[config.mk]
export PLATFORM = sky130hd
export DESIGN_NAME = vp_sequencer_flat
export DESIGN_NICKNAME = d
export VERILOG_FILES = /design/src/rtl/vp_sequencer_if.sv /design/src/rtl/vp_sequencer.sv /design/src/flat_wrapper.sv
export SDC_FILE = /design/constraint.sdc
export NUM_CORES = 1
export LEC_CHECK = 0
export BUFFER_PORTS_ARGS = -buffer_cell sky130_fd_sc_hd__buf_4
export CAP_MARGIN = 10
export CORE_MARGIN = 2
export CORE_UTILIZATION = 55
export DETAILED_ROUTE_END_ITERATION = 12
export PLACE_DENSITY = 0.79
export SYNTH_ARGS = -nofsm -noshare
export SYNTH_HDL_FRONTEND = slang
export SYNTH_SLANG_ARGS = --single-unit
[constraint.sdc]
create_clock -name clk -period 4.6 [get_ports clk]
set_input_delay 0.46 -clock clk [delete_from_list [all_inputs] [get_ports clk]]
set_output_delay 0.46 -clock clk [all_outputs]
set_load 0.02 [all_outputs]
[src/rtl/vp_sequencer_if.sv]
// Host program-load stream: valid/ready word transfer with an end-of-program marker.
interface vp_sequencer_if #(
    parameter int unsigned ins_data_w = 60
);
    logic                  ld_valid;
    logic                  ld_ready;
    logic [ins_data_w-1:0] ld_data;
    logic                  ld_last;

    modport master (output ld_valid, output ld_data, output ld_last, input  ld_ready);
    modport slave  (input  ld_valid, input  ld_data, input  ld_last, output ld_ready);
endinterface

[src/rtl/vp_sequencer.sv]
// Loads programs into vertex_processor instruction memory and runs them once per vertex,
// acting as the processor's fetch-address source during load and run.
module vp_sequencer #(
    parameter int unsigned pc_ins_addr_w = 8,
    parameter int unsigned ins_data_w    = 60,
    parameter int unsigned vtx_cnt_w     = 16
) (
    input  logic                     clk,
    input  logic                     reset,
    vp_sequencer_if.slave            ld,
    input  logic                     start,
    input  logic                     abort,
    input  logic [pc_ins_addr_w-1:0] prog_len,
    input  logic [vtx_cnt_w-1:0]     vtx_count,
    output logic                     vp_enable,
    output logic                     vp_reset,
    output logic                     vp_we_ins_m,
    output logic [pc_ins_addr_w-1:0] vp_addr_ins_m,
    output logic [ins_data_w-1:0]    vp_din_ins_m,
    output logic                     busy,
    output logic [vtx_cnt_w-1:0]     vtx_idx,
    output logic                     done,
    output logic                     err
);

    localparam logic [pc_ins_addr_w-1:0] addr_max = '1;
    localparam logic [pc_ins_addr_w-1:0] addr_one = pc_ins_addr_w'(1);
    localparam logic [vtx_cnt_w-1:0]     vtx_one  = vtx_cnt_w'(1);

    typedef enum logic [2:0] {
        S_IDLE,
        S_LOAD,
        S_CLR,
        S_RUN,
        S_NEXT,
        S_DONE
    } state_t;

    state_t                   state_q, state_d;
    logic [pc_ins_addr_w-1:0] ptr_q, ptr_d;
    logic [pc_ins_addr_w-1:0] loaded_len_q, loaded_len_d;
    logic                     prog_loaded_q, prog_loaded_d;
    logic                     ld_full_q, ld_full_d;
    logic [pc_ins_addr_w-1:0] len_q, len_d;
    logic [vtx_cnt_w-1:0]     cnt_q, cnt_d;

    logic                     enable_d, clr_d, we_d, busy_d, done_d, err_d;
    logic [pc_ins_addr_w-1:0] addr_d;
    logic [ins_data_w-1:0]    din_d;
    logic [vtx_cnt_w-1:0]     idx_d;

    logic ld_ready_c;
    logic accept_c;

    // A forced (full-memory) load spends one extra LOAD cycle with ready low while the last word lands.
    assign ld_ready_c  = (state_q == S_IDLE) || ((state_q == S_LOAD) && !ld_full_q);
    assign ld.ld_ready = ld_ready_c;
    assign accept_c    = ld.ld_valid && ld_ready_c;

    always_comb begin
        state_d       = state_q;
        ptr_d         = ptr_q;
        loaded_len_d  = loaded_len_q;
        prog_loaded_d = prog_loaded_q;
        ld_full_d     = ld_full_q;
        len_d         = len_q;
        cnt_d         = cnt_q;
        we_d          = 1'b0;
        addr_d        = '0;
        din_d         = vp_din_ins_m;
        idx_d         = vtx_idx;
        err_d         = 1'b0;

        unique case (state_q)
            S_IDLE: begin
                if (accept_c) begin
                    we_d   = 1'b1;
                    addr_d = ptr_q;
                    din_d  = ld.ld_data;
                    if (ld.ld_last) begin
                        loaded_len_d  = addr_one;
                        prog_loaded_d = 1'b1;
                        ptr_d         = '0;
                    end else begin
                        ptr_d   = ptr_q + addr_one;
                        state_d = S_LOAD;
                    end
                end else if (start) begin
                    if (!prog_loaded_q || (prog_len == '0) || (vtx_count == '0) ||
                        (prog_len > loaded_len_q)) begin
                        err_d = 1'b1;
                    end else begin
                        len_d   = prog_len;
                        cnt_d   = vtx_count;
                        idx_d   = '0;
                        state_d = S_CLR;
                    end
                end
            end
            S_LOAD: begin
                if (abort) begin
                    prog_loaded_d = 1'b0;
                    ld_full_d     = 1'b0;
                    ptr_d         = '0;
                    state_d       = S_IDLE;
                end else if (ld_full_q) begin
                    loaded_len_d  = addr_max;
                    prog_loaded_d = 1'b1;
                    ld_full_d     = 1'b0;
                    ptr_d         = '0;
                    state_d       = S_IDLE;
                end else if (accept_c) begin
                    we_d   = 1'b1;
                    addr_d = ptr_q;
                    din_d  = ld.ld_data;
                    if (ld.ld_last) begin
                        loaded_len_d  = (ptr_q == addr_max) ? addr_max : ptr_q + addr_one;
                        prog_loaded_d = 1'b1;
                        ptr_d         = '0;
                        state_d       = S_IDLE;
                    end else if (ptr_q == addr_max) begin
                        ld_full_d = 1'b1;
                    end else begin
                        ptr_d = ptr_q + addr_one;
                    end
                end
            end
            S_CLR: begin
                state_d = abort ? S_IDLE : S_RUN;
            end
            // The registered address output doubles as the fetch counter.
            S_RUN: begin
                if (abort) begin
                    state_d = S_IDLE;
                end else if (vp_addr_ins_m == len_q - addr_one) begin
                    state_d = S_NEXT;
                end else begin
                    addr_d = vp_addr_ins_m + addr_one;
                end
            end
            S_NEXT: begin
                if (abort) begin
                    state_d = S_IDLE;
                end else if (vtx_idx == cnt_q - vtx_one) begin
                    state_d = S_DONE;
                end else begin
                    idx_d   = vtx_idx + vtx_one;
                    state_d = S_CLR;
                end
            end
            S_DONE: begin
                state_d = S_IDLE;
            end
            default: begin
                state_d = S_IDLE;
            end
        endcase

        enable_d = (state_d == S_RUN);
        clr_d    = (state_d == S_CLR);
        busy_d   = (state_d == S_CLR) || (state_d == S_RUN) || (state_d == S_NEXT);
        done_d   = (state_d == S_DONE);
    end

    always_ff @(posedge clk or negedge reset) begin
        if (!reset) begin
            state_q       <= S_IDLE;
            ptr_q         <= '0;
            loaded_len_q  <= '0;
            prog_loaded_q <= 1'b0;
            ld_full_q     <= 1'b0;
            len_q         <= '0;
            cnt_q         <= '0;
            vp_enable     <= 1'b0;
            vp_reset      <= 1'b0;
            vp_we_ins_m   <= 1'b0;
            vp_addr_ins_m <= '0;
            vp_din_ins_m  <= '0;
            busy          <= 1'b0;
            vtx_idx       <= '0;
            done          <= 1'b0;
            err           <= 1'b0;
        end else begin
            state_q       <= state_d;
            ptr_q         <= ptr_d;
            loaded_len_q  <= loaded_len_d;
            prog_loaded_q <= prog_loaded_d;
            ld_full_q     <= ld_full_d;
            len_q         <= len_d;
            cnt_q         <= cnt_d;
            vp_enable     <= enable_d;
            vp_reset      <= clr_d;
            vp_we_ins_m   <= we_d;
            vp_addr_ins_m <= addr_d;
            vp_din_ins_m  <= din_d;
            busy          <= busy_d;
            vtx_idx       <= idx_d;
            done          <= done_d;
            err           <= err_d;
        end
    end

endmodule
[src/flat_wrapper.sv]
// flat-port wrapper written by rule: the top's interface ports become plain ports
module vp_sequencer_flat 
#(
    parameter int unsigned pc_ins_addr_w = 8,
    parameter int unsigned ins_data_w    = 60,
    parameter int unsigned vtx_cnt_w     = 16
)
  (clk, reset, start, abort, prog_len, vtx_count, vp_enable, vp_reset, vp_we_ins_m, vp_addr_ins_m, vp_din_ins_m, busy, vtx_idx, done, err, ld_ld_valid, ld_ld_data, ld_ld_last, ld_ld_ready);
  vp_sequencer_if #(.ins_data_w(ins_data_w)) ld_i ();
  input  logic clk;
  input  logic reset;
  input  logic start;
  input  logic abort;
  input  logic [pc_ins_addr_w-1:0] prog_len;
  input  logic [vtx_cnt_w-1:0] vtx_count;
  output logic vp_enable;
  output logic vp_reset;
  output logic vp_we_ins_m;
  output logic [pc_ins_addr_w-1:0] vp_addr_ins_m;
  output logic [ins_data_w-1:0] vp_din_ins_m;
  output logic busy;
  output logic [vtx_cnt_w-1:0] vtx_idx;
  output logic done;
  output logic err;
  input wire logic [$bits(ld_i.ld_valid)-1:0] ld_ld_valid;
  input wire logic [$bits(ld_i.ld_data)-1:0] ld_ld_data;
  input wire logic [$bits(ld_i.ld_last)-1:0] ld_ld_last;
  output wire logic [$bits(ld_i.ld_ready)-1:0] ld_ld_ready;
  assign ld_i.ld_valid = ld_ld_valid;
  assign ld_i.ld_data = ld_ld_data;
  assign ld_i.ld_last = ld_ld_last;
  assign ld_ld_ready = ld_i.ld_ready;
  vp_sequencer #(.pc_ins_addr_w(pc_ins_addr_w), .ins_data_w(ins_data_w), .vtx_cnt_w(vtx_cnt_w)) u_core (.clk(clk), .reset(reset), .ld(ld_i), .start(start), .abort(abort), .prog_len(prog_len), .vtx_count(vtx_count), .vp_enable(vp_enable), .vp_reset(vp_reset), .vp_we_ins_m(vp_we_ins_m), .vp_addr_ins_m(vp_addr_ins_m), .vp_din_ins_m(vp_din_ins_m), .busy(busy), .vtx_idx(vtx_idx), .done(done), .err(err));
endmodule
# == Word level (Yosys, flattened, before mapping) ==
# Index checks and enable logic that the tools add are counted.
# classes
n_addsub,5
n_lt_le_gt_ge,1
eq_ne,24
n_mux,64
bitwise,2
reduce_logical,20
# op_table
op,count
$mux W60,3
$mux W8,19
$pmux W60 S2,1
$mux W16,5
$mux W3,12
$pmux W16 S2,1
$pmux W8 S2,2
$pmux W8 S3,1
$add A16 B1 Y16 const B,1
$add A8 B1 Y8 const B,2
$eq A16 B16 Y1,1
$logic_not A16 Y1,1
$mux W1,16
$ne A2 B2 Y1 const B,8
$sub A16 B1 Y16 const B,1
$pmux W3 S5,1
$eq A3 B2 Y1 const B,4
$reduce_and A6 Y1,2
$eq A3 B3 Y1 const B,3
$eq A8 B8 Y1,1
$eq A8 B8 Y1 const B,1
$gt A8 B8 Y1,1
$logic_not A8 Y1,1
$reduce_and A4 Y1,2
16 further kinds,26
# word_totals
regBits,135
in_bits,90
out_inout_bits,91
wordCells,132

# == Longest topological paths before layout ==
# Gate-level depths: netlist of the first run.
# logic_depth
word_depth,11
ltp_mapped,12
mapped_depth_nobuf,10

# == Worst setup path before layout of the first run ==
# Ideal clock, no wire load.
# synth_path
kind,reg2reg
startpoint,reg u_core.cnt_q[0]
endpoint,reg u_core.vtx_idx[13]
arrival_ns,2.690
t_required_ns,4.532
slack_ns,1.842
path_stages_with_launch,12
period_less_slack_ns,2.758
cell_sequence,dfrtp_1 -> inv_1 -> ha_1 -> buf_2 -> or4_1 -> mux2i_1 -> a32o_2 -> nor2_2 -> or4_4 -> o2111ai_2 -> xnor2_1 -> nor2b_4
# synth_between
elab_chain_len,4
# synth_lines
item,line_no,source
start: declaration,vp_sequencer.sv:45,"logic [vtx_cnt_w-1:0] cnt_q, cnt_d;"
start signal: assignment,vp_sequencer.sv:190,cnt_q <= cnt_d;
$sub A16 B1 Y16,vp_sequencer.sv:144,end else if (vtx_idx == cnt_q - vtx_one) begin
$eq A16 B16 Y1,vp_sequencer.sv:144,
$ne A2 B2 Y1 (no source line),n/a,
$reduce_and A6 Y1 (no source line),n/a,
end signal: assignment,vp_sequencer.sv:197,vtx_idx <= idx_d;
end: declaration,vp_sequencer.sv:21,"output logic [vtx_cnt_w-1:0] vtx_idx,"
# No other way between the ends.
# A chain may end at the register's enable or synchronous reset.

# == Final worst setup path of the first run ==
# layout_path
startpoint,reg u_core.cnt_q[0]
endpoint,reg u_core.vtx_idx[1]
# Same word-level chain as after synthesis.

==> results.py, run 1 <==
metrics = {
    "run_status": {
        "status": "complete, no violations",
    },
    "synthesis": {
        "async_reset_ff_share_pct": 100,
        "synth_edf_count": 0,
        "synth_common_cells": "dfrtp_1 (135), mux2_2 (81), nand2_1 (48), nor2_1 (33), xnor2_1 (29)",
        "netlist_area_mm2": 0.00694,
        "synth_ff_type": "dfrtp_1",
        "ys_ff_latch": 135,
        "yosysMostFrequentCell": "dfrtp_1",
        "syn_nets": 738,
        "ys_types": 62,
        "synth_top_cell_by_area": "dfrtp_1",
        "yosys-top-cells-area": "dfrtp_1 (49%), mux2_2 (13%), xnor2_1 (3.7%)",
        "synth_top_area_share_pct": 48.7,
        "synthCells": 635,
        "avgSynthCellArea_um2": 10.9,
        "ys_warn_count": 0,
        "ys_seq_area_share_pct": 48.7,
    },
    "power_and_ir_drop": {
        "pwr-share-clk_pct": 25.7,
        "leakage_uw": 0.00407,
        "combPwrFrac_pct": 35.9,
        "sw_frac_of_total_pct": 37.2,
        "seqPwrFrac_pct": 38.4,
        "p_sw_uw": 1860,
        "intPower_uw": 3140,
        "pwr_density_cell_mw_per_mm2": 558,
        "vdd_drop_max_mv": 0.435,
    },
    "detailed_routing": {
        "vias": 5775,
        "dr.first_iter.drc_count": 365,
        "avgRoutedWirePerCell_um": 18.5,
        "viasPerCell": 5.80,
        "wirelength_mm": 18.4,
        "drtPass1Iterations": 5,
        "postRouteAntennaNets": 0,
        "drc_errors": 0,
    },
    "die": {
        "initial_core_util_pct": 55.6,
        "die_x_um": 116,
        "io_pins": 181,
        "die_h_um": 116,
        "core_mm2": 0.0125,
        "fp.dieArea_mm2": 0.0135,
        "rows": 41,
    },
    "clock_tree": {
        "cts_tree": "done",
        "numCtsBuffers": 17,
        "cts_max_level": 4,
        "clk_pin_slew_worst_paths_ps": 60,
        "root_buffer": "clkbuf_16",
        "cts.sinks": 135,
        "clockBufferDepth": 2,
        "post-cts-setup-buffer-count": 0,
        "cts_hold_buf": 0,
        "clock_latency_ps": 420,
        "cts_resized": 0,
    },
    "placement": {
        "io_buffers": 180,
        "gp_congestion": 0.988,
        "hpwl_mm": 13.8,
        "place_inst": 964,
    },
    "timing": {
        "fmax_mhz": 326,
        "drv_slew": 0,
        "finalSetupViolations": 0,
        "min_period_ps": 3070,
        "fin_skew_ps": 10.5,
        "fin_setup_tns_ps": 0,
        "tightest_slew_ps": 802,
        "fin_crit_sh_pct": 66.7,
        "rsz0062_at_grt": "false",
        "hold_viol": 0,
        "max_slew_margin_pct": 46.1,
    },
    "finish": {
        "nets": 914,
        "final_cells": 996,
        "fill_cells": 920,
        "syn2layout_area_growth_pct": 29.3,
        "antenna_cells": 0,
        "final_layout_size_suffix_gt1_share_pct": 39.2,
    },
    "critical_path": {
        "path_cells": "inv_1 > ha_1 > or4b_1 > and2_4 > nor3_2 > nand2_1 > nor4_2 > a21oi_1 > nor2_2 > mux2i_1",
        "slowest_stage": "or4b_1",
        "end_kind": "flip-flop",
        "crit_required_ps": 4930,
        "worstSetupStartpointType": "flip-flop",
        "cp_max_fo": 9,
        "arrival_ps": 3400,
        "critPathMaxStageDelay_ps": 560,
        "path_class": "reg2reg",
    },
    "grt": {
        "grt_pass1_wl_mm": 29.5,
        "grt_pass1_vias": 5949,
        "grt_usage_pct": 28.3,
        "grt_max_degree": 54,
        "grt_antenna_before_repair": 0,
        "overflow": 0,
    },
    "job": {
        "max_cap_violations": 0,
    },
    "worst_hold_path": {
        "min_path_type": "in2async",
    },
}
## area by class of cell
type                       count  area (um2)  area share (%)
inverter                      24        90.1            1.00
tap                          172         215            2.40
clock inverter                13         124            1.38
sequential                   135        3380            37.7
timing repair buffer         186        1400            15.6
clock buffer                  19         443            4.94
multi-input combinational    447        3320            37.0
## placed cells by master (no fill, tap or decap), types with 3 or more instances in the layout
cell | netlist | routed
clkinv_4 | 0 | 5
and2_1 | 4 | 4
dfrtp_1 | 135 | 135
nor4_1 | 13 | 13
o211ai_1 | 5 | 5
a21oi_1 | 20 | 20
or4_1 | 3 | 3
buf_4 | 1 | 186
nand4_1 | 11 | 11
o21ai_1 | 5 | 5
xnor2_1 | 29 | 29
mux2_2 | 81 | 81
a2111oi_0 | 4 | 4
inv_1 | 24 | 24
o21ai_0 | 27 | 27
nand2b_1 | 5 | 5
nor2b_1 | 6 | 5
or2_2 | 4 | 4
nor3_1 | 14 | 14
and3_1 | 10 | 9
or3_1 | 4 | 4
a32oi_1 | 3 | 3
nand3_1 | 18 | 18
nor2_2 | 3 | 3
and4_1 | 3 | 3
a31oi_1 | 6 | 6
nand2_1 | 48 | 48
xor2_1 | 27 | 27
nor3b_1 | 3 | 3
or4_4 | 3 | 3
clkinvlp_4 | 0 | 3
nor2_1 | 33 | 33
clkbuf_16 | 0 | 17
a211oi_1 | 3 | 3
mux2i_1 | 4 | 4
ha_1 | 13 | 13
## metal layers
layer | global-route usage [%] | wire length (um) | vias to the layer above
met5 | 0 | 0 | -
met4 | 11.2 | 441 | 0
met3 | 8.46 | 1390 | 44
met2 | 48.0 | 9330 | 276
met1 | 34.1 | 7230 | 2830
li1 | - | - | 2625
## flip-flops by register name (all words and copies together), names as in the netlist, 3 cells and up
register,flops
u_core.state_q,3
u_core.vp_din_ins_m,60
u_core.cnt_q,16
u_core.loaded_len_q,8
u_core.vp_addr_ins_m,8
u_core.ptr_q,8
u_core.vtx_idx,16
u_core.len_q,8
## cell families after synthesis
logic type	Yosys count	synth area share, %
buf+inv	53	3.54
xor+xnor	56	7.07
simple gates	202	16.1
mux	85	13.7
compound gates	90	8.37
fa+ha+maj	14	2.49
flops	135	48.7
## metrics by stage
step | area (um2) | utilization, % | total power, uW | setup slack, ps | hold slack [ps]
floorplan | 6940 | - | 3030 | 1840 | 164
global placement | 8400 | 67.4 | 3640 | 1660 | 492
detailed placement | 8400 | 67.4 | 3710 | 1450 | 497
CTS | 8970 | 71.9 | 5020 | 1560 | 90.5
global route | 8970 | 71.9 | 5270 | 1350 | 138
finish | 8970 | 71.9 | 5010 | 1530 | 69.4
## path summary, 6_finish.rpt
| check | startpoint | to | slack [ps] | cells after the start |
|---|---|---|---|---|
| worst max-delay path | u_core.cnt_q[0]$_DFFE_PN0P_ | u_core.vtx_idx[1]$_DFFE_PN0P_ | 1530 | 10 |
| worst min-delay path | reset | u_core.vp_din_ins_m[15]$_DFFE_PN0P_ | 70 | 1 |
| worst max register to register | u_core.cnt_q[0]$_DFFE_PN0P_ | u_core.vtx_idx[1]$_DFFE_PN0P_ | 1530 | 10 |
| worst min register to register | u_core.prog_loaded_q$_DFFE_PN0P_ | u_core.prog_loaded_q$_DFFE_PN0P_ | 500 | 1 |
| max in group asynchronous | reset | u_core.vtx_idx[15]$_DFFE_PN0P_ | 3510 | 2 |
| min in group clk | ld_ld_data[28] | u_core.vp_din_ins_m[28]$_DFFE_PN0P_ | 270 | 2 |
## critical path: cells and delay by family, from the launching register on
kind | cells | cell delay [ps]
muxes | 1 | 230
and+or+nand+nor | 6 | 1670
AOI/OAI and AO/OA | 1 | 200
buffers and inverters | 1 | 100
adders and majority gates | 1 | 330
DFF | 1 | 460
## power by group through the flow
stage	registers [uW]	clock network [uW]	logic [uW]
after global routing	1970	1360	1950
after floorplan	2010	0	1020
final	1920	1290	1800
after detailed placement	1920	0	1790
after global placement	1900	0	1740
after CTS	1910	1310	1800
No activity file was read; power rests on OpenSTA's default activity.
==> inputs of run 2 (changes only) <==
--- a/config.mk
+++ b/config.mk
@@ -8,9 +8,9 @@
 export BUFFER_PORTS_ARGS = -buffer_cell sky130_fd_sc_hd__buf_4
 export CAP_MARGIN = 10
 export CORE_MARGIN = 2
-export CORE_UTILIZATION = 55
+export CORE_UTILIZATION = 53
 export DETAILED_ROUTE_END_ITERATION = 12
-export PLACE_DENSITY = 0.79
+export PLACE_DENSITY = 0.76
 export SYNTH_ARGS = -nofsm -noshare
 export SYNTH_HDL_FRONTEND = slang
 export SYNTH_SLANG_ARGS = --single-unit
==> constraint.sdc (replaced) <==
create_clock -name clk -period 3 [get_ports clk]
set_input_delay 0.3 -clock clk [delete_from_list [all_inputs] [get_ports clk]]
set_output_delay 0.3 -clock clk [all_outputs]
set_load 0.02 [all_outputs]
==> run 2 against run 1 <==
First-iteration DRC count up 18%. Count of clock-buffer cells in the layout down 2. Design area up 2.5%. Worst setup slack lost 1400 ps. Largest cell class unchanged. Critical endpoint is now u_core.vtx_idx[11]$_DFFE_PN0P_. Worst hold slack better by 31 ps. Cell count up 2.1%.
==> results.py, run 2 (synthesized netlist as in run 1, its figures left out) <==
metrics = {
    "detailed_routing": {
        "avgRoutedWirePerCell_um": 18.4,
        "postRouteAntennaNets": 0,
        "viasPerCell": 5.65,
        "drc_errors": 0,
        "vias": 5746,
        "dr.first_iter.drc_count": 431,
        "drtPass1Iterations": 5,
        "wirelength_mm": 18.7,
    },
    "critical_path": {
        "worstRegToRegCells": 10,
        "path_class": "reg2reg",
        "path_cells": "inv_1 > ha_1 > or4_1 > mux2i_1 > a32o_2 > nor2_2 > or4_4 > o211ai_1 > xor2_1 > nor2_1",
        "critPathMaxStageDelay_ps": 570,
        "arrival_ps": 3210,
        "worstSetupStartpointType": "flip-flop",
        "timing.rr.end": "u_core.vtx_idx[11]$_DFFE_PN0P_",
        "rrSetupSlack_ps": 100,
        "end_kind": "flip-flop",
        "slowest_stage": "or4_4",
        "crit_required_ps": 3310,
        "cp_max_fo": 7,
        "crit_start": "u_core.cnt_q[0]$_DFFE_PN0P_",
        "crit_buf_inv": 1,
        "timing.rr.start": "u_core.cnt_q[0]$_DFFE_PN0P_",
        "crit_family": "simple AND/OR/NAND/NOR gates",
    },
    "die": {
        "initial_core_util_pct": 54.5,
        "core_mm2": 0.0127,
        "fp.dieArea_mm2": 0.0140,
        "rows": 41,
        "io_pins": 181,
        "die_h_um": 118,
        "die_x_um": 118,
    },
    "worst_hold_path": {
        "min_to": "u_core.vp_din_ins_m[55]$_DFFE_PN0P_",
        "min_path_cells": 2,
        "hp-start": "ld_ld_data[55]",
        "min_path_type": "in2reg",
    },
    "timing": {
        "max_slew_margin_pct": 52.3,
        "tightest_slew_ps": 715,
        "finalSetupViolations": 0,
        "fin_skew_ps": 10.0,
        "fin_crit_sh_pct": 96.7,
        "min_period_ps": 2900,
        "drv_slew": 0,
        "hold_viol": 0,
        "fin_setup_tns_ps": 0,
        "fmax_mhz": 345,
    },
    "power_and_ir_drop": {
        "vdd_drop_max_mv": 0.590,
        "pwr_density_cell_mw_per_mm2": 869,
        "power.total_uw": 7990,
        "leakage_uw": 0.00421,
    },
    "clock_tree": {
        "numCtsBuffers": 17,
        "cts.sinks": 135,
        "cts_max_level": 4,
        "root_buffer": "clkbuf_16",
        "clockBufferDepth": 2,
        "clk_pin_slew_worst_paths_ps": 70,
        "clock_latency_ps": 430,
        "cts_tree": "done",
    },
    "finish": {
        "nets": 935,
        "final_layout_size_suffix_gt1_share_pct": 40.9,
        "syn2layout_area_growth_pct": 32.6,
        "final_cell_mix": "buf_4 (204), dfrtp_1 (135), mux2_2 (81), nand2_1 (48), nor2_1 (33)",
        "reg_top3": "u_core.vp_din_ins_m (60), u_core.cnt_q (16), u_core.vtx_idx (16)",
        "largest_register_ff_count": 60,
        "final_common_cell": "buf_4",
        "antenna_cells": 0,
        "regMostFlops": "u_core.vp_din_ins_m",
    },
    "placement": {
        "hpwl_mm": 14.0,
        "gp_congestion": 0.938,
        "io_buffers": 180,
    },
    "job": {
        "max_cap_violations": 0,
    },
    "grt": {
        "grt_antenna_before_repair": 0,
        "grt_max_degree": 76,
        "met1_usage_pct": 33.9,
        "grt_pass1_vias": 5956,
        "grt_pass1_wl_mm": 30.0,
        "met3_usage_pct": 9.89,
        "busiest_layer": "met2",
        "grt_usage_pct": 27.1,
        "overflow": 0,
        "met2_usage_pct": 43.9,
    },
    "run_status": {
        "status": "complete, no violations",
    },
}
## run 2: cell types whose count changed in the layout (fill, tap and decap cells not counted), sizes merged
cell	delta
inv	+3
clkbuf	-2
clkinv	-3
buf	+20
clkinvlp	+1
bufinv	+1
dlygate4sd3	+1
## run 2: worst max path at each step
stage,to,depth (start not counted)
final,u_core.vtx_idx[11]$_DFFE_PN0P_,10
after global routing,u_core.vtx_idx[11]$_DFFE_PN0P_,10
after CTS,u_core.vp_addr_ins_m[2]$_DFF_PN0_,8
after detailed placement,u_core.vp_addr_ins_m[2]$_DFF_PN0_,8
after global placement,u_core.state_q[0]$_DFF_PN0_,9
after floorplan,u_core.vtx_idx[13]$_DFFE_PN0P_,11
## run 2: power breakdown
part / switching, uW / total, uW / internal [uW] / leakage, uW
Sequential: 542 / 2870 / 2330 / 0.00169
Combinational: 1590 / 3020 / 1440 / 0.00225
Clock: 857 / 2100 / 1240 / 0.000280
## run 2: layer usage
metal / wire length [um] / share of wire (%)
met5: 0 / 0
met4: 431 / 2.3
met3: 1610 / 8.6
met2: 8970 / 48
met1: 7710 / 41
## run 2: timing repair
action | 4_1_cts | 5_1_grt
buffers inserted | 0 | 1
endpoints found under the setup margin | 12 | 9
gates cloned | 0 | 0
endpoints found under the hold margin | 73 | 0
gates resized for setup | 2 | 3
pin swaps | 0 | 1
hold buffers | 1 | 0
## run 2: per-stage QoR
step	std cells	worst slack (ps)	hold slack, ps	cell area (um2)	util, %
floorplan	635	242	4.41	6940	-
global placement	983	-126	372	8560	67.3
detailed placement	983	-195	384	8560	67.3
CTS	1016	80.6	83.5	9170	72.1
global route	1017	-12.9	89.2	9200	72.3
finish	1017	98.7	100	9200	72.3
## run 2: area by class of cell
cell class | count | area (um2)
clock buffer | 17 | 425
clock inverter | 15 | 166
fill | 920 | 3530
inverter | 24 | 90.1
multi-input combinational | 447 | 3350
sequential | 135 | 3380
tap | 172 | 215
timing repair buffer | 207 | 1570
## run 2: worst reg2reg max path, cell delays in order, from the launching register on
cell      delay (ps)
dfrtp_1          440
inv_1             80
ha_1             260
or4_1            550
mux2i_1          140
a32o_2           210
nor2_2            60
or4_4            570
o211ai_1         230
xor2_1           180
nor2_1            60
